--- src/rtl/id_hazard_scoreboard_if.sv ---
// ID-stage hazard scoreboard bus: decode-side request fields, flush/freeze
// controls, and the stall/status outputs returned to decode.
interface id_hazard_scoreboard_if #(
    parameter int STAGES = 2
);
    localparam int CNT_W = $clog2(STAGES + 1);

    logic             id_valid;
    logic             id_wb_en;
    logic [3:0]       id_dest;
    logic [3:0]       id_rn;
    logic             id_uses_rn;
    logic [3:0]       id_src2;
    logic             id_two_src;
    logic             flush;
    logic             freeze;
    logic             hazard;
    logic [15:0]      busy_mask;
    logic [CNT_W-1:0] pending_count;

    modport master (
        output id_valid, id_wb_en, id_dest, id_rn, id_uses_rn, id_src2, id_two_src,
        output flush, freeze,
        input  hazard, busy_mask, pending_count
    );

    modport slave (
        input  id_valid, id_wb_en, id_dest, id_rn, id_uses_rn, id_src2, id_two_src,
        input  flush, freeze,
        output hazard, busy_mask, pending_count
    );
endinterface

--- src/rtl/id_hazard_scoreboard.sv ---
// Tracks destination registers of instructions between ID and writeback and
// stalls ID on read-after-write conflicts. slot[0] is EXE (youngest).
module id_hazard_scoreboard #(
    parameter int STAGES      = 2,
    parameter int FLUSH_DEPTH = 1
) (
    input  logic                  clk,
    input  logic                  rst,
    id_hazard_scoreboard_if.slave bus
);
    localparam int CNT_W = $clog2(STAGES + 1);

    logic [STAGES-1:0]      r_vld;
    logic [STAGES-1:0][3:0] r_dest;

    logic [15:0]      w_busy;
    logic             w_hazard;
    logic             w_rec;
    logic [CNT_W-1:0] w_cnt;

    // Per-register pending-write flags; R15 is never tracked so bit 15 stays 0,
    // which also makes PC reads hazard-free.
    always_comb begin
        w_busy = '0;
        for (int r = 0; r < 15; r++) begin
            for (int i = 0; i < STAGES; i++) begin
                if (r_vld[i] && (r_dest[i] == 4'(r))) w_busy[r] = 1'b1;
            end
        end
    end

    // Stall when a live source register has a pending write; a hazarded
    // instruction is not recorded so ID can re-present it.
    always_comb begin
        w_hazard = bus.id_valid &
                   ((bus.id_uses_rn & w_busy[bus.id_rn]) |
                    (bus.id_two_src & w_busy[bus.id_src2]));
        w_rec    = bus.id_valid & bus.id_wb_en & ~w_hazard & (bus.id_dest != 4'hF);
    end

    // Popcount of valid slots.
    always_comb begin
        w_cnt = '0;
        for (int i = 0; i < STAGES; i++) w_cnt = w_cnt + CNT_W'(r_vld[i]);
    end

    // Slot shift register: hold on freeze, shift otherwise; flush kills the
    // youngest FLUSH_DEPTH slots after the shift and blocks recording.
    always_ff @(posedge clk) begin
        if (rst) begin
            r_vld  <= '0;
            r_dest <= '0;
        end else if (!bus.freeze) begin
            r_vld[0]  <= w_rec & ~bus.flush;
            r_dest[0] <= bus.id_dest;
            for (int i = 1; i < STAGES; i++) begin
                r_vld[i]  <= r_vld[i-1] & ~(bus.flush & (i < FLUSH_DEPTH));
                r_dest[i] <= r_dest[i-1];
            end
        end
    end

    assign bus.hazard        = w_hazard;
    assign bus.busy_mask     = w_busy;
    assign bus.pending_count = w_cnt;
endmodule

--- src/flat_wrapper.sv ---
// flat-port wrapper written by rule: the top's interface ports become plain ports
module id_hazard_scoreboard_flat 
#(
    parameter int STAGES      = 2,
    parameter int FLUSH_DEPTH = 1
)
  (clk, rst, bus_id_valid, bus_id_wb_en, bus_id_dest, bus_id_rn, bus_id_uses_rn, bus_id_src2, bus_id_two_src, bus_flush, bus_freeze, bus_hazard, bus_busy_mask, bus_pending_count);
  id_hazard_scoreboard_if #(.STAGES(STAGES)) bus_i ();
  input  logic clk;
  input  logic rst;
  input wire logic [$bits(bus_i.id_valid)-1:0] bus_id_valid;
  input wire logic [$bits(bus_i.id_wb_en)-1:0] bus_id_wb_en;
  input wire logic [$bits(bus_i.id_dest)-1:0] bus_id_dest;
  input wire logic [$bits(bus_i.id_rn)-1:0] bus_id_rn;
  input wire logic [$bits(bus_i.id_uses_rn)-1:0] bus_id_uses_rn;
  input wire logic [$bits(bus_i.id_src2)-1:0] bus_id_src2;
  input wire logic [$bits(bus_i.id_two_src)-1:0] bus_id_two_src;
  input wire logic [$bits(bus_i.flush)-1:0] bus_flush;
  input wire logic [$bits(bus_i.freeze)-1:0] bus_freeze;
  output wire logic [$bits(bus_i.hazard)-1:0] bus_hazard;
  output wire logic [$bits(bus_i.busy_mask)-1:0] bus_busy_mask;
  output wire logic [$bits(bus_i.pending_count)-1:0] bus_pending_count;
  assign bus_i.id_valid = bus_id_valid;
  assign bus_i.id_wb_en = bus_id_wb_en;
  assign bus_i.id_dest = bus_id_dest;
  assign bus_i.id_rn = bus_id_rn;
  assign bus_i.id_uses_rn = bus_id_uses_rn;
  assign bus_i.id_src2 = bus_id_src2;
  assign bus_i.id_two_src = bus_id_two_src;
  assign bus_i.flush = bus_flush;
  assign bus_i.freeze = bus_freeze;
  assign bus_hazard = bus_i.hazard;
  assign bus_busy_mask = bus_i.busy_mask;
  assign bus_pending_count = bus_i.pending_count;
  id_hazard_scoreboard #(.STAGES(STAGES), .FLUSH_DEPTH(FLUSH_DEPTH)) u_core (.clk(clk), .rst(rst), .bus(bus_i));
endmodule
--- config.mk ---
export PLATFORM = sky130hd
export DESIGN_NAME = id_hazard_scoreboard_flat
export DESIGN_NICKNAME = d
export VERILOG_FILES = /design/src/rtl/id_hazard_scoreboard_if.sv /design/src/rtl/id_hazard_scoreboard.sv /design/src/flat_wrapper.sv
export SDC_FILE = /design/constraint.sdc
export NUM_CORES = 1
export LEC_CHECK = 0
export CORE_UTILIZATION = 47
export DETAILED_ROUTE_END_ITERATION = 10
export GPL_TIMING_DRIVEN = 0
export HOLD_SLACK_MARGIN = 0.08
export PLACE_DENSITY = 0.81
export SLEW_MARGIN = 20
export SYNTH_ARGS = -nofsm -noshare
export SYNTH_HDL_FRONTEND = slang
export SYNTH_SLANG_ARGS = --single-unit
export TNS_END_PERCENT = 1
--- constraint.sdc ---
create_clock -name clk -period 3.9 [get_ports clk]
set_input_delay 0.585 -clock clk [delete_from_list [all_inputs] [get_ports clk]]
set_output_delay 0.585 -clock clk [all_outputs]
set_load 0.01 [all_outputs]
==> impl_metrics.toml, run 1 <==
[drt]
vias_per_cell = 6.34
wl_met1_mm = 1.35
drt-total-wl_mm = 3.21
wl_met2_mm = 1.62
drtPass1Iterations = 7
drc = 0
detail_route.wl_per_cell_um = 15.0
routed.top_layer = "met4"
routed-via-count = 1357
final_antenna_net_count = 0
wl_met3_um = 185
first_iter_violations = 36

[global_route]
grt_max_degree = 11
grt_pass1_wl_mm = 5.38
antenna_found_initial = 0
grt_pass1_vias = 1238
grt_use_total_pct = 25.4
globalRoute.totalOverflow = 0

[sta]
drv_slew = 0
relSlewSlack_pct = 56.3
clock_skew_ns = 0.00593
grt_setup_unrepaired = "no"
hold_viol = 0
setup_viol = 0
post-route-min-period_ns = 3.55
worst_pin_slew_ns = 0.656
final.setup.tns_ns = 0
fmax_ghz = 0.281
post-route-period-util_pct = 91.1
worst_hold_slack_ns = 0.576

[synth]
synthArstFlopShare_pct = 0
synth_edf_count = 0
synth-seq-area-share_pct = 16.5
synth_seq_cells = 10
netlist_instances = 146
avgSynthCellArea_sq_um = 8.30
yosysUniqueCellTypes = 51
ys_warn_count = 0
synthesis.nets = 167
netlist_area_sq_mm = 0.00121
synth_flop_cell = "dfxtp_1"

[layout]
diodes = 0
syn2layout_area_growth_pct = 34.2
most-common-layout-cells = "34 x clkdlybuf4s50_1, 14 x a221oi_1, 12 x inv_1, 12 x nor2_1, 10 x dfxtp_1"
fin_nets = 206
layout_commonest_cell = "clkdlybuf4s50_1"
drive_gt1_share_pct = 14.7

[setup_path]
slowest_stage = "nor3b_2"
cp_data_arrival_time_ns = 2.97
endpoint_kind = "primary output"
path_cells = "nor3b_2 -> a22oi_1 -> a311oi_1 -> o2111ai_1 -> o211ai_2 -> and2_1 -> clkdlybuf4s50_1"
required_ns = 3.31
path_max_fanout = 9
cp-start-kind = "flop"
slowest_delay_ns = 0.57
worstSetupPathType = "flop to primary output"
reg2reg_depth = 6

[place]
place.gp.congestion = 0.928
port_buffers = 34
hpwl_mm = 2.46

[die]
core_sq_mm = 0.00245
die_x_um = 52.8
row_count = 18
die-area_sq_mm = 0.00278
initial_core_util_pct = 49.3
die_h_um = 52.8
ios = 39

[clock_network]
post_cts_buffers = 0
cts_tree = "built"
cts_resized = 0
clock-root-buffer = "clkbuf_4"
cts_max_level = 1
cts_buffers = 3
cts_hold_buf = 0
clk_latency_ns = 0.27
cts.reportedPaths.clkPinSlew_ns = 0.07
cts_sinks = 10
cts_max_path_buffers = 2

[pwr]
peakVddDrop_mv = 0.268
powerDensity_mw_per_mm2 = 179
p_leak_nw = 0.673

[job]
maxCapViolations = 0

[run_status]
outcome = "finished clean"

[worst_hold_path]
whs_path_depth = 2
hold_class = "flop to flop"
[synthesized netlist by cell type (2+ instances only)]
master / n / area, sq um
a311oi_1: 3 / 26.3
and3b_1: 4 / 35.0
nand4_1: 2 / 12.5
nand2b_1: 2 / 12.5
nand4b_1: 2 / 17.5
a22oi_1: 4 / 30.0
buf_6: 2 / 22.5
or3b_2: 3 / 26.3
dfxtp_1: 10 / 200
xnor2_1: 2 / 17.5
o22ai_1: 2 / 12.5
inv_1: 12 / 45.0
a221oi_1: 14 / 123
o21ai_0: 2 / 10.0
a22o_1: 8 / 70.1
clkbuf_1: 7 / 26.3
and2_1: 2 / 12.5
nor2_1: 12 / 45.0
mux2i_1: 9 / 90.1
nor2b_1: 3 / 18.8
o211ai_1: 2 / 15.0
and3_2: 2 / 15.0
a211oi_1: 2 / 15.0
a22oi_2: 3 / 37.5
nand2_1: 4 / 15.0
buf_4: 3 / 22.5
[metal layers]
layer / vias to the layer above / GRT usage [%]
met5: - / 0
met2: 76 / 45.4
met3: 10 / 2.32
met1: 621 / 31.1
met4: 0 / 8.77
li1: 650 / -
[through the flow]
step	std cells	instance area, sq um	power (mW)	setup slack [ns]	util (%)
6_report	214	1630	0.291	0.347	66.2
4_1_cts	214	1630	0.293	0.382	66.2
3_3_place_gp	210	1590	0.199	0.459	64.7
2_1_floorplan	146	1210	0.165	1.40	-
3_5_place_dp	210	1590	0.201	0.445	64.7
5_1_grt	214	1630	0.306	0.194	66.2
[logic make-up (layout without fill, tap and decap cells)]
kind of cell	count (synthesis)	count (layout)	synth area share [%]
xor gates and xnor gates	2	2	1.45
adders and majority gates	1	1	1.03
AOI/OAI and AO/OA	47	47	33.2
and+or+nand+nor	49	49	27.1
DFF	10	10	16.5
muxes	10	10	9.30
buffers and inverters	26	64	11.2
other	1	1	0.310
[area by class of cell]
type                    count  area (sq um)
plain buffers              14          90.1
inverters                  12          45.0
multi-input cells         110           876
clock buffers               4          36.3
flip-flops and latches     10           200
fillers                   241           830
well taps                  30          37.5
repair buffers             34           340
[power breakdown]
group          leakage [nW]  internal [mW]  switching (mW)  total [mW]
Clock                0.0210         0.0567          0.0348      0.0915
Sequential           0.0817          0.106         0.00544       0.112
Combinational         0.570         0.0442          0.0434      0.0876
[flip-flops by register name, indices dropped and copies added (netlist names)]
register	count
u_core.r_vld	2
u_core.r_dest	8
[worst paths after layout]
kind,startpoint,end,slack [ns]
max,u_core.r_vld[0],bus_hazard,0.35
min,u_core.r_vld[1],u_core.r_vld[1],0.58
max reg2reg,u_core.r_vld[0],u_core.r_vld[0],1.67
min reg2reg,u_core.r_vld[1],u_core.r_vld[1],0.58
[critical path: cells and delay by family, from the launching register on]
kind                   cells  cell delay [ns]
AO/OA/AOI/OAI              4             0.98
AND/OR/NAND/NOR            2             0.74
buffers and inverters      1             0.53
flip-flops                 1             0.45
Power figures use the tool's default switching activity.
==> inputs of run 2 (changes only) <==
--- a/config.mk
+++ b/config.mk
@@ -5,11 +5,13 @@
 export SDC_FILE = /design/constraint.sdc
 export NUM_CORES = 1
 export LEC_CHECK = 0
-export CORE_UTILIZATION = 47
+export CAP_MARGIN = 20
+export CORE_ASPECT_RATIO = 0.75
+export CORE_UTILIZATION = 45
 export DETAILED_ROUTE_END_ITERATION = 10
 export GPL_TIMING_DRIVEN = 0
 export HOLD_SLACK_MARGIN = 0.08
-export PLACE_DENSITY = 0.81
+export PLACE_DENSITY = 0.78
 export SLEW_MARGIN = 20
 export SYNTH_ARGS = -nofsm -noshare
 export SYNTH_HDL_FRONTEND = slang
==> run 2 against run 1 <==
Sequential power barely moved. Hold slack improved by 0.020 ns. Total power rose by 2.9%. Critical path type unchanged. Utilization rose by 1.1 points. Critical endpoint unchanged. Design area rose by 0.31%.
==> impl_metrics.toml, run 2 (same netlist as run 1, synthesis figures left out) <==
[setup_path]
endpoint_kind = "primary output"
cp_data_arrival_time_ns = 2.99
required_ns = 3.31
cp-start-kind = "flop"
path_max_fanout = 9
rr_startpoint = "u_core.r_vld[0]"
slowest_delay_ns = 0.57
path_cells = "nor3b_2 -> a22oi_1 -> a311oi_1 -> o2111ai_1 -> o211ai_2 -> and2_1 -> clkdlybuf4s50_1"
worstSetupPathType = "flop to primary output"
cp-startpoint = "u_core.r_vld[0]"
slowest_stage = "nor3b_2"

[global_route]
grt_max_degree = 11
antenna_found_initial = 0
grt_pass1_wl_mm = 5.48
globalRoute.totalOverflow = 0
grt_pass1_vias = 1165
grt_use_total_pct = 26.5

[worst_hold_path]
min_from = "u_core.r_dest[0]"
hold_class = "flop to flop"

[die]
row_count = 15
die_h_um = 46.9
die-area_sq_mm = 0.00291
ios = 39
initial_core_util_pct = 50.0
die_x_um = 61.9
core_sq_mm = 0.00242

[sta]
worst_pin_slew_ns = 0.662
post-route-min-period_ns = 3.57
hold_viol = 0
relSlewSlack_pct = 55.9
grt_setup_unrepaired = "no"
worst_hold_slack_ns = 0.596
drv_slew = 0
setup_viol = 0
post-route-period-util_pct = 91.6
final.setup.tns_ns = 0
clock_skew_ns = 0.00878
fmax_ghz = 0.280

[layout]
top_regs = "u_core.r_dest: 8 flops, u_core.r_vld: 2 flops"
regMostFlops = "u_core.r_dest"
syn2layout_area_growth_pct = 34.6
layout_commonest_cell = "clkdlybuf4s50_1"
largest_register_ff_count = 8
diodes = 0
drive_gt1_share_pct = 14.7
fin_nets = 206
most-common-layout-cells = "34 x clkdlybuf4s50_1, 14 x a221oi_1, 12 x inv_1, 12 x nor2_1, 10 x dfxtp_1"

[place]
hpwl_mm = 2.69
port_buffers = 34
place.gp.congestion = 0.916

[drt]
routed-via-count = 1359
drc = 0
drtPass1Iterations = 4
drt-total-wl_mm = 3.52
detail_route.wl_per_cell_um = 16.1
final_antenna_net_count = 0
vias_per_cell = 6.23
first_iter_violations = 140

[clock_network]
cts_buffers = 3
cts_max_path_buffers = 2
post_cts_buffers = 0
cts.reportedPaths.clkPinSlew_ns = 0.08
clock-root-buffer = "clkbuf_4"
cts_hold_buf = 0
cts_max_level = 1
cts_tree = "built"
cts_sinks = 10
cts_resized = 0
clk_latency_ns = 0.28

[job]
maxCapViolations = 0

[pwr]
p_leak_nw = 0.673
powerDensity_mw_per_mm2 = 184
peakVddDrop_mv = 0.177

[run_status]
outcome = "finished clean"
run 2: cell counts in the layout (fill, tap and decap cells not counted):
Identical to the previous run, type by type.
run 2: final timing paths:
check             cells past startpoint  slack, ns          endpoint
hold reg to reg                       2       0.60  u_core.r_dest[4]
setup reg to reg                      6       1.65   u_core.r_vld[0]
setup / recovery                      7       0.33        bus_hazard
hold / removal                        2       0.60  u_core.r_dest[4]
run 2: cell type report:
cell class,instances,area [sq um]
tap,34,42.5
clock buffer,4,36.3
multi-input combinational,110,876
inverter,12,45.0
sequential,10,200
buffer,14,90.1
timing repair buffer,34,340
fill,190,791
run 2: metal layers:
metal | track usage, % | routed length [um] | up-vias
li1 | - | - | 645
met1 | 37.6 | 1610 | 624
met2 | 38.9 | 1550 | 83
met3 | 4.13 | 294 | 7
met4 | 13.3 | 61 | 0
met5 | 0 | 0 | -
run 2: critical path, delay by kind of cell, from the launching register on:
family / cells / cell delay (ns)
buffers and inverters: 1 / 0.54
AND/OR/NAND/NOR: 2 / 0.73
AO/OA/AOI/OAI: 4 / 0.98
flip-flops: 1 / 0.46
run 2: through the flow:
step	total power [mW]	instance area, sq um	setup WS, ns	instances	utilization (%)
after floorplan	0.165	1210	1.40	146	-
after global placement	0.198	1590	0.470	214	65.8
final	0.299	1630	0.327	218	67.3
after CTS	0.300	1630	0.371	218	67.3
after detailed placement	0.201	1590	0.457	214	65.8
after global routing	0.314	1630	0.0898	218	67.3
run 2: report_power, final:
part | leakage [nW] | total [mW] | internal, mW | switching (mW)
clock network | 0.0210 | 0.0991 | 0.0569 | 0.0422
logic | 0.570 | 0.0883 | 0.0442 | 0.0441
registers | 0.0817 | 0.112 | 0.106 | 0.00580
